### src/rtl/beat_burst_bridge_pkg.sv
// Shared constants for the tester-to-DDR3 beat/burst bridge:
// command encodings, controller data width and FSM state codes.
package beat_burst_bridge_pkg;

    localparam int DATA_W = 128;

    localparam logic [2:0] CMD_WR = 3'h0;
    localparam logic [2:0] CMD_RD = 3'h1;

    // Plain constants rather than an enum so older tools can read the state register directly
    localparam logic [2:0] ST_IDLE       = 3'd0;
    localparam logic [2:0] ST_WR_COLLECT = 3'd1;
    localparam logic [2:0] ST_WR_ISSUE   = 3'd2;
    localparam logic [2:0] ST_RD_ISSUE   = 3'd3;
    localparam logic [2:0] ST_RD_WAIT    = 3'd4;
    localparam logic [2:0] ST_RD_SERIAL  = 3'd5;

endpackage

### src/rtl/beat_burst_bridge_if.sv
// Bus bundle between the DDR tester beat port and the DDR3 controller native port.
// The bridge uses the slave view; whatever drives tester and controller uses master.
interface beat_burst_bridge_if
    import beat_burst_bridge_pkg::*;
#(
    parameter int ADDR_W = 27,
    parameter int BEAT_W = 16
);
    logic [ADDR_W-1:0] app_addr;
    logic              app_wr_valid;
    logic              app_wr_rdy;
    logic [BEAT_W-1:0] app_wr_payload;
    logic              app_rd_rdy;
    logic              app_rd_valid;
    logic [BEAT_W-1:0] app_rd_payload;

    logic [2:0]        ctl_cmd;
    logic              ctl_cmd_en;
    logic [ADDR_W-1:0] ctl_addr;
    logic              ctl_cmd_rdy;
    logic [DATA_W-1:0] ctl_wdata;
    logic              ctl_wdata_en;
    logic              ctl_wdata_end;
    logic              ctl_wdf_rdy;
    logic [DATA_W-1:0] ctl_rd_data;
    logic              ctl_rd_valid;

    modport master (
        output app_addr, app_wr_valid, app_wr_payload, app_rd_rdy,
        output ctl_cmd_rdy, ctl_wdf_rdy, ctl_rd_data, ctl_rd_valid,
        input  app_wr_rdy, app_rd_valid, app_rd_payload,
        input  ctl_cmd, ctl_cmd_en, ctl_addr, ctl_wdata, ctl_wdata_en, ctl_wdata_end
    );

    modport slave (
        input  app_addr, app_wr_valid, app_wr_payload, app_rd_rdy,
        input  ctl_cmd_rdy, ctl_wdf_rdy, ctl_rd_data, ctl_rd_valid,
        output app_wr_rdy, app_rd_valid, app_rd_payload,
        output ctl_cmd, ctl_cmd_en, ctl_addr, ctl_wdata, ctl_wdata_en, ctl_wdata_end
    );

endinterface

### src/rtl/beat_burst_bridge_beat_serdes.sv
// Wide data register plus beat counter, shared by write packing (shift in)
// and read unpacking (parallel load, then shift out).
module beat_serdes #(
    parameter int BEAT_W = 16,
    parameter int BEATS  = 8,
    localparam int WIDE_W = BEAT_W * BEATS,
    localparam int CNT_W  = $clog2(BEATS)
) (
    input  logic              clk,
    input  logic              rst_n,
    input  logic              load,
    input  logic              shift_in,
    input  logic              shift_out,
    input  logic [WIDE_W-1:0] din,
    input  logic [BEAT_W-1:0] beat_in,
    output logic [WIDE_W-1:0] dout,
    output logic [BEAT_W-1:0] beat_out,
    output logic              last
);
    logic [WIDE_W-1:0] data_q;
    logic [CNT_W-1:0]  cnt_q;

    // Beats enter at the top and move down, so after BEATS shifts beat 0 sits in the low slice
    always_ff @(posedge clk or negedge rst_n) begin
        if (!rst_n) begin
            data_q <= '0;
            cnt_q  <= '0;
        end else if (load) begin
            data_q <= din;
            cnt_q  <= '0;
        end else if (shift_in) begin
            data_q <= {beat_in, data_q[WIDE_W-1:BEAT_W]};
            cnt_q  <= last ? '0 : cnt_q + 1'b1;
        end else if (shift_out) begin
            data_q <= {{BEAT_W{1'b0}}, data_q[WIDE_W-1:BEAT_W]};
            cnt_q  <= last ? '0 : cnt_q + 1'b1;
        end
    end

    assign dout     = data_q;
    assign beat_out = data_q[BEAT_W-1:0];
    assign last     = (cnt_q == CNT_W'(BEATS - 1));

endmodule

### src/rtl/beat_burst_bridge.sv
// Converts 8-beat 16-bit tester bursts into single 128-bit DDR3 controller
// commands, with a sticky read-timeout flag so the tester can never hang.
module beat_burst_bridge
    import beat_burst_bridge_pkg::*;
#(
    parameter int ADDR_W     = 27,
    parameter int BEAT_W     = 16,
    parameter int BEATS      = 8,
    parameter int RD_TIMEOUT = 4096
) (
    input  logic                clk,
    input  logic                rst_n,
    beat_burst_bridge_if.slave  bus,
    output logic                busy,
    output logic                rd_timeout_err
);
    localparam int TMO_W = $clog2(RD_TIMEOUT);

    logic [2:0]          state_q;
    logic [2:0]          state_d;
    logic [ADDR_W-1:0]   addr_q;
    logic [TMO_W-1:0]    tmo_q;
    logic                err_q;
    logic                tmo_hit;

    logic                sd_load;
    logic                sd_shift_in;
    logic                sd_shift_out;
    logic [DATA_W-1:0]   sd_din;
    logic [DATA_W-1:0]   sd_dout;
    logic [BEAT_W-1:0]   sd_beat_out;
    logic                sd_last;

    beat_serdes #(
        .BEAT_W (BEAT_W),
        .BEATS  (BEATS)
    ) u_serdes (
        .clk      (clk),
        .rst_n    (rst_n),
        .load     (sd_load),
        .shift_in (sd_shift_in),
        .shift_out(sd_shift_out),
        .din      (sd_din),
        .beat_in  (bus.app_wr_payload),
        .dout     (sd_dout),
        .beat_out (sd_beat_out),
        .last     (sd_last)
    );

    assign tmo_hit = (tmo_q == TMO_W'(RD_TIMEOUT - 1));

    always_comb begin
        state_d      = state_q;
        sd_load      = 1'b0;
        sd_shift_in  = 1'b0;
        sd_shift_out = 1'b0;
        sd_din       = '0;
        case (state_q)
            ST_IDLE: begin
                // Write wins a tie; the simultaneous read request is simply dropped
                if (bus.app_wr_valid)
                    state_d = ST_WR_COLLECT;
                else if (bus.app_rd_rdy)
                    state_d = ST_RD_ISSUE;
            end
            ST_WR_COLLECT: begin
                sd_shift_in = 1'b1;
                if (sd_last)
                    state_d = ST_WR_ISSUE;
            end
            ST_WR_ISSUE: begin
                if (bus.ctl_cmd_rdy && bus.ctl_wdf_rdy)
                    state_d = ST_IDLE;
            end
            ST_RD_ISSUE: begin
                if (bus.ctl_cmd_rdy)
                    state_d = ST_RD_WAIT;
            end
            ST_RD_WAIT: begin
                // A timed-out read still returns a full burst of zeros to release the tester
                if (bus.ctl_rd_valid) begin
                    sd_load = 1'b1;
                    sd_din  = bus.ctl_rd_data;
                    state_d = ST_RD_SERIAL;
                end else if (tmo_hit) begin
                    sd_load = 1'b1;
                    state_d = ST_RD_SERIAL;
                end
            end
            ST_RD_SERIAL: begin
                sd_shift_out = 1'b1;
                if (sd_last)
                    state_d = ST_IDLE;
            end
            default: state_d = ST_IDLE;
        endcase
    end

    always_ff @(posedge clk or negedge rst_n) begin
        if (!rst_n) begin
            state_q <= ST_IDLE;
            addr_q  <= '0;
            tmo_q   <= '0;
            err_q   <= 1'b0;
        end else begin
            state_q <= state_d;
            if (state_q == ST_IDLE && (bus.app_wr_valid || bus.app_rd_rdy))
                addr_q <= bus.app_addr;
            if (state_q == ST_RD_ISSUE)
                tmo_q <= '0;
            else if (state_q == ST_RD_WAIT && !tmo_hit)
                tmo_q <= tmo_q + 1'b1;
            if (state_q == ST_RD_WAIT && !bus.ctl_rd_valid && tmo_hit)
                err_q <= 1'b1;
        end
    end

    assign bus.app_wr_rdy     = (state_q == ST_WR_COLLECT);
    assign bus.app_rd_valid   = (state_q == ST_RD_SERIAL);
    assign bus.app_rd_payload = bus.app_rd_valid ? sd_beat_out : '0;

    assign bus.ctl_cmd        = (state_q == ST_RD_ISSUE) ? CMD_RD : CMD_WR;
    assign bus.ctl_cmd_en     = (state_q == ST_WR_ISSUE) || (state_q == ST_RD_ISSUE);
    assign bus.ctl_addr       = addr_q;
    assign bus.ctl_wdata      = sd_dout;
    assign bus.ctl_wdata_en   = (state_q == ST_WR_ISSUE);
    assign bus.ctl_wdata_end  = (state_q == ST_WR_ISSUE);

    assign busy           = (state_q != ST_IDLE);
    assign rd_timeout_err = err_q;

endmodule

### src/flat_wrapper.sv
// flat-port wrapper written by rule: the top's interface ports become plain ports
module beat_burst_bridge_flat import beat_burst_bridge_pkg::*;
#(
    parameter int ADDR_W     = 27,
    parameter int BEAT_W     = 16,
    parameter int BEATS      = 8,
    parameter int RD_TIMEOUT = 4096
)
  (clk, rst_n, busy, rd_timeout_err, bus_app_addr, bus_app_wr_valid, bus_app_wr_payload, bus_app_rd_rdy, bus_ctl_cmd_rdy, bus_ctl_wdf_rdy, bus_ctl_rd_data, bus_ctl_rd_valid, bus_app_wr_rdy, bus_app_rd_valid, bus_app_rd_payload, bus_ctl_cmd, bus_ctl_cmd_en, bus_ctl_addr, bus_ctl_wdata, bus_ctl_wdata_en, bus_ctl_wdata_end);
  beat_burst_bridge_if #(.ADDR_W(ADDR_W), .BEAT_W(BEAT_W)) bus_i ();
  input  logic clk;
  input  logic rst_n;
  output logic busy;
  output logic rd_timeout_err;
  input wire logic [$bits(bus_i.app_addr)-1:0] bus_app_addr;
  input wire logic [$bits(bus_i.app_wr_valid)-1:0] bus_app_wr_valid;
  input wire logic [$bits(bus_i.app_wr_payload)-1:0] bus_app_wr_payload;
  input wire logic [$bits(bus_i.app_rd_rdy)-1:0] bus_app_rd_rdy;
  input wire logic [$bits(bus_i.ctl_cmd_rdy)-1:0] bus_ctl_cmd_rdy;
  input wire logic [$bits(bus_i.ctl_wdf_rdy)-1:0] bus_ctl_wdf_rdy;
  input wire logic [$bits(bus_i.ctl_rd_data)-1:0] bus_ctl_rd_data;
  input wire logic [$bits(bus_i.ctl_rd_valid)-1:0] bus_ctl_rd_valid;
  output wire logic [$bits(bus_i.app_wr_rdy)-1:0] bus_app_wr_rdy;
  output wire logic [$bits(bus_i.app_rd_valid)-1:0] bus_app_rd_valid;
  output wire logic [$bits(bus_i.app_rd_payload)-1:0] bus_app_rd_payload;
  output wire logic [$bits(bus_i.ctl_cmd)-1:0] bus_ctl_cmd;
  output wire logic [$bits(bus_i.ctl_cmd_en)-1:0] bus_ctl_cmd_en;
  output wire logic [$bits(bus_i.ctl_addr)-1:0] bus_ctl_addr;
  output wire logic [$bits(bus_i.ctl_wdata)-1:0] bus_ctl_wdata;
  output wire logic [$bits(bus_i.ctl_wdata_en)-1:0] bus_ctl_wdata_en;
  output wire logic [$bits(bus_i.ctl_wdata_end)-1:0] bus_ctl_wdata_end;
  assign bus_i.app_addr = bus_app_addr;
  assign bus_i.app_wr_valid = bus_app_wr_valid;
  assign bus_i.app_wr_payload = bus_app_wr_payload;
  assign bus_i.app_rd_rdy = bus_app_rd_rdy;
  assign bus_i.ctl_cmd_rdy = bus_ctl_cmd_rdy;
  assign bus_i.ctl_wdf_rdy = bus_ctl_wdf_rdy;
  assign bus_i.ctl_rd_data = bus_ctl_rd_data;
  assign bus_i.ctl_rd_valid = bus_ctl_rd_valid;
  assign bus_app_wr_rdy = bus_i.app_wr_rdy;
  assign bus_app_rd_valid = bus_i.app_rd_valid;
  assign bus_app_rd_payload = bus_i.app_rd_payload;
  assign bus_ctl_cmd = bus_i.ctl_cmd;
  assign bus_ctl_cmd_en = bus_i.ctl_cmd_en;
  assign bus_ctl_addr = bus_i.ctl_addr;
  assign bus_ctl_wdata = bus_i.ctl_wdata;
  assign bus_ctl_wdata_en = bus_i.ctl_wdata_en;
  assign bus_ctl_wdata_end = bus_i.ctl_wdata_end;
  beat_burst_bridge #(.ADDR_W(ADDR_W), .BEAT_W(BEAT_W), .BEATS(BEATS), .RD_TIMEOUT(RD_TIMEOUT)) u_core (.clk(clk), .rst_n(rst_n), .bus(bus_i), .busy(busy), .rd_timeout_err(rd_timeout_err));
endmodule
### config.mk
export PLATFORM = sky130hd
export DESIGN_NAME = beat_burst_bridge_flat
export DESIGN_NICKNAME = d
export VERILOG_FILES = /design/src/rtl/beat_burst_bridge_pkg.sv /design/src/rtl/beat_burst_bridge_if.sv /design/src/rtl/beat_burst_bridge_beat_serdes.sv /design/src/rtl/beat_burst_bridge.sv /design/src/flat_wrapper.sv
export SDC_FILE = /design/constraint.sdc
export NUM_CORES = 1
export LEC_CHECK = 0
export BUFFER_PORTS_ARGS = -buffer_cell sky130_fd_sc_hd__buf_2
export CORE_ASPECT_RATIO = 2
export CORE_MARGIN = 8
export CORE_UTILIZATION = 55
export CTS_BUF_LIST = sky130_fd_sc_hd__clkbuf_2 sky130_fd_sc_hd__clkbuf_4 sky130_fd_sc_hd__clkbuf_8
export DETAILED_ROUTE_END_ITERATION = 10
export PLACE_DENSITY = 0.93
export RECOVER_POWER = 25
export SLEW_MARGIN = 20
export SYNTH_ARGS = -nofsm -noshare
export SYNTH_HDL_FRONTEND = slang
export SYNTH_SLANG_ARGS = --single-unit
### constraint.sdc
create_clock -name clk -period 4.69 [get_ports clk]
set_clock_uncertainty 0.2 [all_clocks]
set_input_delay 0.2345 -clock clk [delete_from_list [all_inputs] [get_ports clk]]
set_output_delay 0.2345 -clock clk [all_outputs]
set_load 0.1 [all_outputs]
* After elaboration in Yosys (flattened, before gate mapping)
Cells that the tools add are included.
Word-level totals: logic and storage cells 62, memories 0, ROM bits 0, bits in registers 174, output and inout port bits 181, bits in latches 0, RAM bits 0, input port bits 178
Operators by class: $mul 0, bitwise gates (word level) 0, magnitude comparators 0, div/mod/pow operators 0, reductions and logical operators 14, multiplexer cells 27, shift-type cells 0, equal/unequal tests 13, add/subtract/negate cells 2
Operator list (number):
- 128-bit two-way mux | 5
- 3-bit two-way mux | 12
- 12-bit two-way mux | 2
- 3-bit case mux with 6 select lines | 1
- 16-bit two-way mux | 1
- 12-bit by 1-bit adder with 12-bit output (second input constant) | 1
- 12-bit equality test (second input constant) | 1
- 3-bit equality test (second input constant) | 3
- 3-bit by 2-bit equality test with 1-bit output (second input constant) | 2
- 1-bit two-way mux | 6
- 6-bit AND reduction | 1
- 3-bit nonzero test | 2
- 1-bit logical AND | 5
- 2-bit by 1-bit != test with 1-bit output (second input constant) | 2
- 2-bit != test (second input constant) | 2
- 3-bit by 1-bit adder with 3-bit output (second input constant) | 1
- 3-bit by 1-bit equality test with 1-bit output (second input constant) | 1
- 3-bit zero test | 1
- 3-bit by 2-bit != test with 1-bit output (second input constant) | 1
- 3-bit != test (second input constant) | 1
- 1-bit zero test | 2
- 1-bit logical OR | 2
- 2-bit nonzero test | 1

* Logic depth before layout (Yosys ltp)
word-level depth 5, depth in mapped cells 8, gate-level depth less buffers 5

* Cells and area by module
A second synthesis with hierarchy kept.
Unflattened totals: cell total of the unflattened synthesis 944, area, all modules 9151.3 µm²
By module, submodules not included:
- beat_serdes | cells each 605, seq. area each 3278.1 µm², times used 1, area an instance 6192.2 µm²
- beat_burst_bridge | cells each 339, seq. area each 1076.0 µm², times used 1, area an instance 2959.1 µm²

* Worst setup path after synthesis
OpenSTA, ideal clock, no wires.
kind reg-to-output, start point register u_core.state_q[1], end point output port bus_ctl_wdata_end, setup slack 243 ps, required time 4255 ps, buffers on the path 2, data arrival time 4013 ps, stages on the path, launching flop included 5, cell sequence dfrtp_1 > buf_2 > nor2b_1 > nor2b_1 > buf_4
Between the ends: word-level cells in the longest chain between the ends 1
RTL lines:
- from (decl) | line beat_burst_bridge.sv:19 | logic [2:0] state_q;
- from (signal assigned) | line beat_burst_bridge.sv:106 | state_q <= state_d;
- 3-bit by 2-bit equality test with 1-bit output
- to (decl) | line flat_wrapper.sv:31 | output wire logic [$bits(bus_i.ctl_wdata_end)-1:0] bus_ctl_wdata_end;
Every way passes these cells.

* Final worst setup path
start point register u_core.state_q[1], end point output port bus_ctl_cmd[0]
Between the ends: word-level cells in the longest chain between the ends 2
RTL lines:
- 3-bit by 2-bit equality test with 1-bit output | line beat_burst_bridge.sv:122 | assign bus.ctl_cmd = (state_q == ST_RD_ISSUE) ? CMD_RD : CMD_WR;
- 1-bit two-way mux | line beat_burst_bridge.sv:122
- to (decl) | line flat_wrapper.sv:26 | output wire logic [$bits(bus_i.ctl_cmd)-1:0] bus_ctl_cmd;
Every way passes these cells.

==> flow_summary.ini <==
[run_status]
status = finished with violations
violations = capacitance limit, slew limit

[clock_tree]
cts_buffers = 17
cts_tree = yes
root_buffer = clkbuf_8
clockBufferDepth = 2
post-cts-setup-buffers = 0
clock-sinks = 174
cts.clk_slew.worst_paths_ns = 0.09
insertion_delay_ns = 0.46
htreeDepth = 4
cts_resized = 0

[synthesis]
yosysWarningCount = 0
synthCells = 872
synth_top_area_cell = dfrtp_1
synth.avg_cell_area_sq_um = 11.03
ys_seq_area_share_pct = 45.29
ys_types = 51
synth_top_area_share_pct = 45.29
synth.most_common_cell = dfrtp_1
synth_top_family_by_area = compound AO/OA/AOI/OAI gates
synthTopCellsByCount = 174 x dfrtp_1, 120 x a21oi_1, 120 x nor2_1
ys_top_cells_by_area = dfrtp_1 45%, o221a_4 19%, a21oi_1 6.2%
synth_compound_area_share_pct = 31.49
ys_seq_elements = 174
syn_area_sq_um = 9614
synthXorXnorAreaFrac_pct = 0
synth-simple-area-share_pct = 8.889
synth_edf_count = 0
synth_ff_type = dfrtp_1
async_flop_share_pct = 100.0
synth.area.mux_share_pct = 3.371
synth_adder_area_share_pct = 0.3904

[timing]
fmax_mhz = 297.0
setup-tns-final_ns = 0
post-route-period-util_pct = 71.80
slew_viol_final = 83
hold_viol = 0
min_period_ns = 3.368
rsz0062_at_grt = false
tightestPinTransition_ns = 2.093
relSlewSlack_pct = -39.51
setup_viol = 0

[layout]
nFillCells = 1177
syn2layout_area_growth_pct = 28.38
drive_gt1_share_pct = 41.44
fin_nets = 1435

[critical_path]
worst_ep_required_time_ns = 4.26
critPathArrivalTime_ns = 2.93
cp-end-kind = output pin
setup.worst_path.start_class = flip-flop
worst-setup-path-type = reg -> out
cp_max_fo = 67

[route]
drt_pass1_iterations = 5
vias_per_cell = 5.879
wirelength_um = 32460
vias = 8701
wire_per_inst_um = 21.93
drc_errors = 0
drt_iter0_drc = 560
antenna_left = 0

[floorplan]
die_h_um = 203.0
initial_core_util_pct = 55.94
core_sq_um = 17190
die_w_um = 109.5
die_area_sq_um = 22220
io_pins = 359
rows = 68

[worst_hold_path]
hold_path.class = in -> reg

[placement]
io_buffers = 356
gp_congestion = 0.8876
dp_hpwl_um = 22790

[global_route]
overflow = 0
grt_pass1_vias = 9431
grt_max_degree = 129
grt_use_total_pct = 29.30
antenna_found_initial = 3
grt_pass1_wl_um = 50670

[run]
maxCapViolations = 1
[metrics by stage]
step                      hold WS, ns  setup WS (ns)  std cells  instance area (sq um)  utilization [%]
final                         0.04132          1.322       1480                  12340            71.82
after global routing          0.02032          1.130       1480                  12340            71.82
after CTS                    0.003764          1.327       1477                  12360            71.89
after detailed placement       0.1333          1.585       1374                  11260            65.53
after global placement         0.1263          1.675       1374                  11260            65.53
after floorplan               -0.2611         0.2428        873                   9618                -
[logic make-up after synthesis]
| family | count (synthesis) |
|---|---|
| AO/OA/AOI/OAI | 286 |
| adder cells (fa/ha/maj) | 3 |
| buffers and inverters | 195 |
| flip-flops | 174 |
| multiplexers | 29 |
| other | 1 |
| AND/OR/NAND/NOR | 184 |
[sequential cells by signal, summed over array words and instances, names as in the netlist]
signal	flops
u_core.tmo_q	12
u_core.u_serdes.dout	128
u_core.bus.ctl_addr	27
u_core.rd_timeout_err	1
u_core.u_serdes.cnt_q	3
u_core.state_q	3
[cells in the final DEF, fill, tap and decap left out, types with 3 or more instances in the layout]
cell type      count
a21oi_1          120
a22oi_1           16
and2_1             3
and3_1            18
buf_12             4
buf_2            340
buf_4             10
clkbuf_1          15
clkbuf_8          18
clkinv_2           3
clkinv_4           3
dfrtp_1          172
diode_2            3
dlygate4sd3_1     71
ha_1               3
inv_1            115
inv_6              3
mux2_1            13
mux2_2            14
nand2_1           10
nand3_1            5
nor2_1           120
nor2b_1            3
nor3_1             5
o211ai_1           3
o21ai_0            3
o21ai_1           16
o221a_2           22
o221a_4           90
o311ai_0           3
o31ai_1            5
or3_1              3
[worst paths after layout]
path                                             end                   from  slack [ns]  depth (start not counted)
min in group asynchronous  u_core.u_serdes.dout[119]                  rst_n        0.74                          2
max in group asynchronous   u_core.u_serdes.dout[59]                  rst_n        2.21                          3
min reg2reg                    u_core.rd_timeout_err  u_core.rd_timeout_err        0.28                          1
max reg2reg                u_core.u_serdes.dout[115]      u_core.state_q[1]        1.47                          6
min                         u_core.u_serdes.dout[59]    bus_ctl_rd_data[59]        0.04                          4
max                                   bus_ctl_cmd[0]      u_core.state_q[1]        1.32                          5
[critical path: stages (launching register included)]
cell      delay [ns]
dfrtp_4         0.43
buf_4           0.74
nor2b_1         0.29
nand2_1         0.24
clkinv_1        0.28
buf_2           0.48
[per-layer routing]
metal / up-vias / share of wire [%] / routed length, um / GRT usage [%]
li1: 3860 / - / - / -
met1: 4229 / 33 / 10610 / 30.52
met2: 494 / 53 / 17110 / 49.94
met3: 118 / 7.6 / 2467 / 6.065
met4: 0 / 7.0 / 2268 / 21.42
met5: - / 0 / 0 / 0
[final cells by class]
type | instances | area (sq um) | share of cell area, %
clock buffers | 18 | 247.7 | 2.007
well taps | 210 | 262.8 | 2.129
repair buffers | 441 | 2629 | 21.30
diodes | 3 | 7.507 | 0.06082
inverters | 116 | 435.4 | 3.528
flip-flops and latches | 174 | 4362 | 35.34
clock inverters | 14 | 135.1 | 1.095
multi-input cells | 504 | 4264 | 34.55
[repair_timing]
action	4_1_cts	5_1_grt
endpoints found under the setup margin	0	0
hold buffers	71	0
endpoints found under the hold margin	136	0
Power is not shown: default switching activity piles up to over one toggle a cycle in this logic, so the estimate is an artifact.
